## config.mk

```make
export PLATFORM = sky130hd
export DESIGN_NAME = uart_tx_9bit
export DESIGN_NICKNAME = d
export VERILOG_FILES = /design/src/rtl/uart_tx_9bit.sv
export SDC_FILE = /design/constraint.sdc
export NUM_CORES = 1
export LEC_CHECK = 0
export CORE_MARGIN = 2
export CORE_UTILIZATION = 55
export DETAILED_ROUTE_END_ITERATION = 8
export GPL_ROUTABILITY_DRIVEN = 0
export PLACE_DENSITY = 0.86
export SYNTH_ARGS = -nofsm -noshare
export SYNTH_HDL_FRONTEND = slang
export SYNTH_SLANG_ARGS = --single-unit
```

## constraint.sdc

```tcl
create_clock -name clk -period 3.5 [get_ports clk]
set_input_delay 0.525 -clock clk [delete_from_list [all_inputs] [get_ports clk]]
set_output_delay 0.525 -clock clk [all_outputs]
set_load 0.02 [all_outputs]
```

## src/rtl/uart_tx_9bit.sv

```systemverilog
// uart_tx_9bit: 8N1 MSB-first serial transmitter with busy/done status for upstream sequencing.
module uart_tx_9bit #(
    parameter int CLKS_PER_BIT = 10
) (
    input  logic       clk,
    input  logic       n_rst,
    input  logic       tx_start,
    input  logic [7:0] tx_data,
    output logic       serial_out,
    output logic       tx_busy,
    output logic       tx_done
);
    localparam int BW = $clog2(CLKS_PER_BIT);
    localparam logic [BW-1:0] LAST = BW'(CLKS_PER_BIT - 1);

    typedef enum logic [1:0] {IDLE, START, DATA, STOP} state_t;

    state_t        state;
    logic [BW-1:0] baud_cnt;
    logic [2:0]    bit_cnt;
    logic [7:0]    shreg;
    logic          bit_end;

    assign bit_end = baud_cnt == LAST;

    always_ff @(posedge clk or negedge n_rst) begin
        if (!n_rst) begin
            state      <= IDLE;
            serial_out <= 1'b1;
            tx_busy    <= 1'b0;
            tx_done    <= 1'b0;
            bit_cnt    <= '0;
            baud_cnt   <= '0;
            shreg      <= '0;
        end else begin
            tx_done  <= 1'b0;
            baud_cnt <= (state == IDLE || bit_end) ? '0 : baud_cnt + 1'b1;
            case (state)
                IDLE: begin
                    serial_out <= 1'b1;
                    if (tx_start) begin
                        shreg      <= tx_data;
                        bit_cnt    <= '0;
                        serial_out <= 1'b0;
                        tx_busy    <= 1'b1;
                        state      <= START;
                    end
                end
                START: begin
                    if (bit_end) begin
                        serial_out <= shreg[7];
                        state      <= DATA;
                    end
                end
                DATA: begin
                    if (bit_end) begin
                        if (bit_cnt == 3'd7) begin
                            serial_out <= 1'b1;
                            state      <= STOP;
                        end else begin
                            // next bit is already sitting one place below the MSB
                            serial_out <= shreg[6];
                            shreg      <= {shreg[6:0], 1'b0};
                            bit_cnt    <= bit_cnt + 3'd1;
                        end
                    end
                end
                STOP: begin
                    if (bit_end) begin
                        tx_busy <= 1'b0;
                        tx_done <= 1'b1;
                        state   <= IDLE;
                    end
                end
            endcase
        end
    end
endmodule

```

== After elaboration in Yosys (flattened, before gate mapping) ==
Index checks and enable logic that the tools add are counted.
Operators by class
  add/subtract/negate cells: 2
  eq/ne operators: 11
  multiplexer cells: 25
  reductions and logical operators: 9
Operator list (number)
  8-bit two-way mux: 3
  8-bit one-hot mux with 2 select lines: 1
  2-bit inequality test, second input constant: 6
  2-bit two-way mux: 5
  3-bit two-way mux: 3
  1-bit two-way mux: 8
  2-bit one-hot mux with 4 select lines: 1
  3-bit one-hot mux with 2 select lines: 1
  3-bit AND reduction: 2
  5-bit AND reduction: 1
  4-bit by 1-bit adder with 4-bit output, second input constant: 1
  2-bit equality test, second input constant: 2
  4-bit equality test, second input constant: 1
  4-bit two-way mux: 1
  4-bit AND reduction: 1
  2-bit nonzero test: 2
  3-bit by 1-bit adder with 3-bit output, second input constant: 1
  3-bit equality test, second input constant: 1
  1-bit one-hot mux with 3 select lines: 1
  3-bit nonzero test: 1
  2-bit by 1-bit equality test with 1-bit output, second input constant: 1
  2-bit logical NOT: 1
  1-bit one-hot mux with 2 select lines: 1
  1-bit logical OR: 1
Word-level totals
  bits in registers: 20
  logic and storage cells: 54

== Longest topological paths before layout ==
  depth in word-level cells: 4
  gate-level depth with buffers: 7

== Least setup slack after synthesis ==
Ideal clock, no wire load.
  path type: register to register
  from: register bit_cnt[0]
  to: register shreg[7]
  arrival time: 1.458 ns
  data required time: 3.377 ns
  slack: 1.919 ns
  cell stages (with the launch flop): 6
  path buffers: 0
  clock period less this slack: 1.581 ns
  path through: dfrtp_1 ha_1 ha_1 and2b_1 nand3_2 o221a_2
On the way
  longest elaborated chain between the ends: 3
RTL lines
  start, declared: RTL line 20  | logic [2:0] bit_cnt;
  start signal, assigned: RTL line 64  | bit_cnt <= bit_cnt + 3'd1;
  3-bit equality test: RTL line 57  | if (bit_cnt == 3'd7) begin
  2-bit inequality test (no source line)
  4-bit AND reduction (no source line)
  end signal, assigned: RTL line 42  | shreg <= tx_data;
  end signal, assigned: RTL line 63  | shreg <= {shreg[6:0], 1'b0};
  end, declared: RTL line 21  | logic [7:0] shreg;
Every way passes these cells.
A chain may end at the register's enable or synchronous reset.

== Worst setup path after layout ==
  from: register serial_out
  to: output serial_out
RTL lines
  start, declared: RTL line 9  | output logic serial_out,
  start signal, assigned: RTL line 51  | serial_out <= shreg[7];
  start signal, assigned: RTL line 62  | serial_out <= shreg[6];
No word-level cell between the ends.

==> run summary <==
Status: finished clean
Commonest non-fill, non-tap cell in the layout: dfrtp_1
Maximum VDD drop: 174 µV
XOR/XNOR Fraction of Synth Area: 0.0149
GR Util met3: 0.0298
Max Buffers Root-to-Sink: 2
Worst Setup EP: serial_out
CTS tree: built
#FFs+latches synth: 20
Most common flop cell mapped by yosys: dfrtp_1
DRT antenna net count: 0
Hpwl dp: 1760 µm
Final hold vios: 0
GR Util met1: 0.254
Iter 0 DRT Violations: 16
Number of H-tree levels: 1
Total CTS buffers: 3
R2r endpoint: shreg[3]
Synth Area in Adders: 0.0957
Vias: 888
Clk sinks: 20
Post-CTS sizing: 0
CP bufs+invs: 1
TritonRoute pass-1 iters: 4
Skew final: 5.56 ps
Die Wd: 50.2 µm
Simple-gate area share of the yosys netlist: 0.177
Largest net degree at the start of global routing: 21
CP Launch Type: register
Core area: 1980 µm²
Leak Pwr: 0.587 nW
Slew HR: 0.413
Slew Limit Fails: 0
Initial antenna violation count: 0
Compound-cell area share of the yosys netlist: 0.213
Cell Pwr Density: 274 nW/µm²
CP endpoint kind: output pin
Global-route wire length before repair: 3870 µm
Crit-path max FO: 2
Die area: 2520 µm²
Syn. warnings: 0
Clock Latency Late Sink: 300 ps
Critical Path Stages: 1
PortBufs: 13
Yosys cell types: 37
CTS root buffer: clkbuf_4
Vias in the first global route: 899
R2R Path Start: state[0]
Initial core utilization: 0.593
Io pins: 14
Die Span Y: 50.2 µm
Hold buffer count at cts: 0
Largest family of logic cells by synthesized area: compound AO/OA/AOI/OAI gates
CP arrival: 1440 ps
Slowest CP cell: clkdlybuf4s50_1
Syn nets: 130
Reg2reg path depth: 5
Part of the cycle the worst path needs: 0.560
Total grt overflow: 0
RSZ-0062 raised after global routing: no
Register area share after synthesis: 0.427
Worst Tran Pin Value: 878 ps
Synthesized area: 1180 µm²
CTS clk-pin slew, worst paths: 110 ps
Drt wl/cell: 15.1 µm
Commonest cells after routing, fill and taps aside: dfrtp_1, nand2_1, clkdlybuf4s50_1
Max cap viols: 0
Via-to-Cell Ratio: 5.92
GRT Util Overall: 0.203
Critical Path Source: serial_out
ANT cells: 0
Number of flops mapped to enable cells by yosys: 0
Worst path required time: 2970 ps
F_max: 0.510 GHz
Final setup viols: 0
Post-layout nets: 144
Syn-to-layout area delta: 13.5%
Global routing's busiest layer: met2
Post-synth ARST share: 1.00
Share of cells above drive strength 1: 0.138
Mean area per synthesized cell: 10.7 µm²
Worst path cell trace: clkdlybuf4s50_1
Crit-path max cell delay: 600 ps
Final hold slack: 508 ps
Setup bufs post-CTS: 0
WL final: 2270 µm
DRC errors left: 0
FILL cells: 145
Grt met2 use: 0.344
Hold Path Class: reg -> reg
Post-synthesis mux area share: 0.0309
Synth Instances: 110
Fin crit period: 1960 ps
Post-route setup TNS: 0 ps
R2R Setup Slk: 1600 ps
Setup CP Type: reg -> out
Top cell family by delay on the critical path: buffers and inverters
Row Count: 16
power by group:
group	internal (mW)	total (mW)	switching, mW
combinational	0.0119	0.0206	0.00869
sequential	0.231	0.231	0
clock	0.0444	0.114	0.0695
metal layers:
layer | share of wire | wire length [µm]
met2 | 0.50 | 1130
met1 | 0.44 | 1010
met4 | 0.025 | 57
met3 | 0.029 | 66
met5 | 0 | 0
metrics by stage:
stage	total power [mW]	setup WS [ps]	area (µm²)	utilization	instances
6_report	0.366	1540	1340	0.674	150
5_1_grt	0.384	1470	1340	0.674	150
4_1_cts	0.369	1530	1340	0.674	150
3_5_place_dp	0.256	1400	1310	0.660	146
3_3_place_gp	0.256	1410	1310	0.660	146
2_1_floorplan	0.240	1920	1180	-	110
cell type report:
type	instances	area [µm²]	share of cell area
timing repair buffer	13	130	0.0975
tap	27	33.8	0.0253
clock buffer	4	26.3	0.0197
sequential	20	502	0.376
multi-input combinational	81	624	0.468
inverter	5	18.8	0.0141
state kept, by name, indices dropped and copies added, names as in the netlist:
register / count
tx_busy: 1
shreg: 8
bit_cnt: 3
baud_cnt: 4
serial_out: 1
state: 2
tx_done: 1
cells in the mapped netlist (2+ instances only):
library cell | count | area, µm²
o21ai_0 | 3 | 15.0
inv_1 | 5 | 18.8
nor3_1 | 4 | 20.0
o2bb2ai_1 | 2 | 17.5
nand2_1 | 13 | 48.8
nor2_1 | 5 | 18.8
o22ai_1 | 5 | 31.3
nand3_2 | 2 | 20.0
buf_6 | 2 | 22.5
ha_1 | 9 | 113
a22o_1 | 3 | 26.3
a21oi_1 | 4 | 20.0
o221a_2 | 5 | 56.3
and2b_1 | 2 | 15.0
nand2_2 | 2 | 12.5
xnor2_1 | 2 | 17.5
nor2b_1 | 2 | 12.5
nand2b_1 | 3 | 18.8
dfrtp_1 | 19 | 475
worst min path at each step:
stage / slack, ps / from / depth (start not counted) / endpoint
5_1_grt: 550 / bit_cnt[2] / 1 / bit_cnt[2]
3_5_place_dp: 500 / baud_cnt[0] / 1 / baud_cnt[0]
2_1_floorplan: 230 / n_rst / 0 / baud_cnt[0]
6_report: 510 / baud_cnt[0] / 1 / baud_cnt[0]
4_1_cts: 510 / baud_cnt[0] / 1 / baud_cnt[0]
3_3_place_gp: 470 / shreg[0] / 2 / shreg[0]
worst reg2reg max path: stages (launching register included):
cell	delay, ps
dfrtp_1	430
inv_1	130
ha_1	450
and2b_1	320
nand3_2	170
o221a_2	310
kinds of logic after synthesis:
kind of cell    count (synthesis)
compound gates                 29
fa+ha+maj                       9
mux                             3
xor+xnor                        2
simple gates                   38
flops                          20
buf+inv                         9
Note: power is estimated with default switching activity, not from simulation.
==> variant: new RTL, config.mk and constraints unchanged <==
Add an input register stage for `tx_start` and `tx_data`, without a reset; this delays them by one clock.
--- a/src/rtl/uart_tx_9bit.sv
+++ b/src/rtl/uart_tx_9bit.sv
@@ -15,4 +15,12 @@
 
     typedef enum logic [1:0] {IDLE, START, DATA, STOP} state_t;
+
+    logic tx_start_q;
+    logic [7:0] tx_data_q;
+
+    always_ff @(posedge clk) begin
+        tx_start_q <= tx_start;
+        tx_data_q  <= tx_data;
+    end
 
     state_t        state;
@@ -39,6 +47,6 @@
                 IDLE: begin
                     serial_out <= 1'b1;
-                    if (tx_start) begin
-                        shreg      <= tx_data;
+                    if (tx_start_q) begin
+                        shreg      <= tx_data_q;
                         bit_cnt    <= '0;
                         serial_out <= 1'b0;
Formal check against the unedited RTL: not equivalent (Yosys sat finds a counterexample within 4 cycles, from zero or initial values and one cycle with n_rst low).
==> variant against the unedited design <==
  * Sequential cell count rose by 9
  * Wire length rose by 12%
  * Cell area rose by 16%
  * Synthesized cell count rose by 8.2%
  * Worst setup slack got worse by 0.027 ns
  * Die area rose by 14%
  * Synthesized area rose by 15%
  * Fmax fell by 1.4%
Power is left out: it rests on default switching activity, and per cell area and clock period it moved more than threefold.
==> variant: results (changes against the unedited design) <==
----------------------------------------------------
[Critical path]
  RR Endpoint ... shreg[5]
  Reg-to-reg startpoint ... state[0]
  Kind of cell with the highest combined delay on the critical path ... buffers and inverters
  First element of the critical path ... serial_out
  Reg-to-reg setup timing slack ... 1.58 ns (-0.02 ns)
  Crit-path slowest cell ... clkdlybuf4s50_1
  Capturing instance or port of the critical path ... serial_out
  Delay of the slowest cell on the worst path ... 0.59 ns
  Largest fanout of any net on the critical path ... 2 (unchanged)
  Crit path arrival time ... 1.46 ns (+0.02 ns)

[Clocking]
  Number of buffers on the longest clock path ... 2 (unchanged)
  H-tree level count ... 2 (+1)
  Worst skew pair latency ... 0.33 ns (+0.03 ns)
  Root buffer cell ... clkbuf_4
  Post-CTS clock slew at the launch and capture registers of the worst setup and hold paths ... 0.09 ns (-0.02 ns)
  Number of CTS-inserted buffers ... 5 (+2)

[Routing]
  Routed met1 length ... 1.028 mm (+1.9%)
  Routed length on met2 ... 1.293 mm (+14%)
  Routed length on met3 ... 170 um (+160%)
  Total via count in the routed design ... 961 (+8.2%)
  Top layer used by detailed routing ... met4
  Initial detailed-routing violation count ... 27 (+11)
  Routed wirelength normalized by instance count ... 15.32 um (+1.3%)
  Iteration count of the initial detailed-routing pass ... 5 (+1)

[Hold path]
  Worst hold-check path type ... register to register

[Synth]
  Commonest cells in the synthesized netlist ... dfrtp_1 (19), nand2_1 (13), dfxtp_1 (9), ha_1 (9)
  FFs w/ async S/R, synth ... 68.97% (-31 points)
  Syn_nets ... 139 (+6.9%)
  Sequential area share after synthesis ... 50.23% (+7.6 points)
  Synth Warn # ... 0 (unchanged)
  Largest cells by area after synthesis ... dfrtp_1 (35%), dfxtp_1 (13%), ha_1 (8.3%)
  Distinct cell type count after synthesis ... 37 (unchanged)
  Main synth FF type ... dfrtp_1

[Global routing]
  Via count of the first global-routing pass ... 971 (+8.0%)
  Pin count of the biggest net entering global routing ... 21 (unchanged)
  Overall track demand over capacity in global routing ... 21.33% (+1.0 points)
  Antenna violations before repair ... 0 (unchanged)
  First-pass GRT wire length ... 4.167 mm (+7.7%)

[STA]
  Slew headroom ... 42.35% (+1.1 points)
  Clock skew after layout ... 0.01240 ns (+0.006845 ns)

[Place]
  Number of I/O port buffers ... 13 (unchanged)
  Detailed placement HPWL ... 1.792 mm (+2.0%)

[Layout]
  Antenna fix cells ... 0 (unchanged)
  Final Net Count ... 155 (+7.6%)
  Fraction of final layout cells sized beyond drive strength 1 ... 11.03% (-2.8 points)
  Largest registers ... shreg (8), tx_data_q (8), baud_cnt (4)

[Outcome]
  Run status ... complete, no violations

----------------------------------------------------
## variant: final cells by class
cell class	instances	area (um^2)
clock buffer	8	48.80
fill	198	867.1
inverter	5	18.77
multi-input combinational	81	625.6
sequential	29	681.9
tap	30	37.54
timing repair buffer	13	130.1
## variant: cells by family after synthesis
| group | synth area share [%] |
|---|---|
| AND/OR/NAND/NOR | 15.12 |
| AO/OA/AOI/OAI | 18.43 |
| flip-flops | 50.23 |
| XOR/XNOR | 1.291 |
| adder cells (fa/ha/maj) | 8.295 |
| buffers and inverters | 3.686 |
| multiplexers | 2.949 |
## variant: through the flow
step,setup WS (ns),instances,util [%],hold slack (ns),cell area (um^2)
finish,1.512,166,64.02,0.4444,1543
detailed placement,1.614,158,61.99,0.4432,1494
global route,1.439,166,64.02,0.4646,1543
floorplan,1.947,119,-,0.2294,1358
CTS,1.498,166,64.02,0.4545,1543
global placement,1.723,158,61.99,0.4297,1494
## variant: worst min path at each step
stage | start | endpoint | slack [ns] | cells after the start
2_1_floorplan | n_rst | baud_cnt[0] | 0.23 | 0
3_3_place_gp | tx_data_q[0] | shreg[0] | 0.43 | 2
3_5_place_dp | tx_data_q[0] | shreg[0] | 0.44 | 2
4_1_cts | tx_data_q[0] | shreg[0] | 0.45 | 2
5_1_grt | tx_data_q[0] | shreg[0] | 0.46 | 2
6_report | tx_data_q[0] | shreg[0] | 0.44 | 2
## variant: worst reg2reg max path: stages (launching register included)
cell	delay (ns)
dfrtp_1	0.41
inv_1	0.14
ha_1	0.46
and2b_1	0.33
nand3_2	0.17
o221a_1	0.29
## variant: routing by layer
layer  up-vias  track usage (%)
met3         8            5.833
li1        458                -
met2        36            35.37
met1       459            24.12
met5         -                0
met4         0            13.25
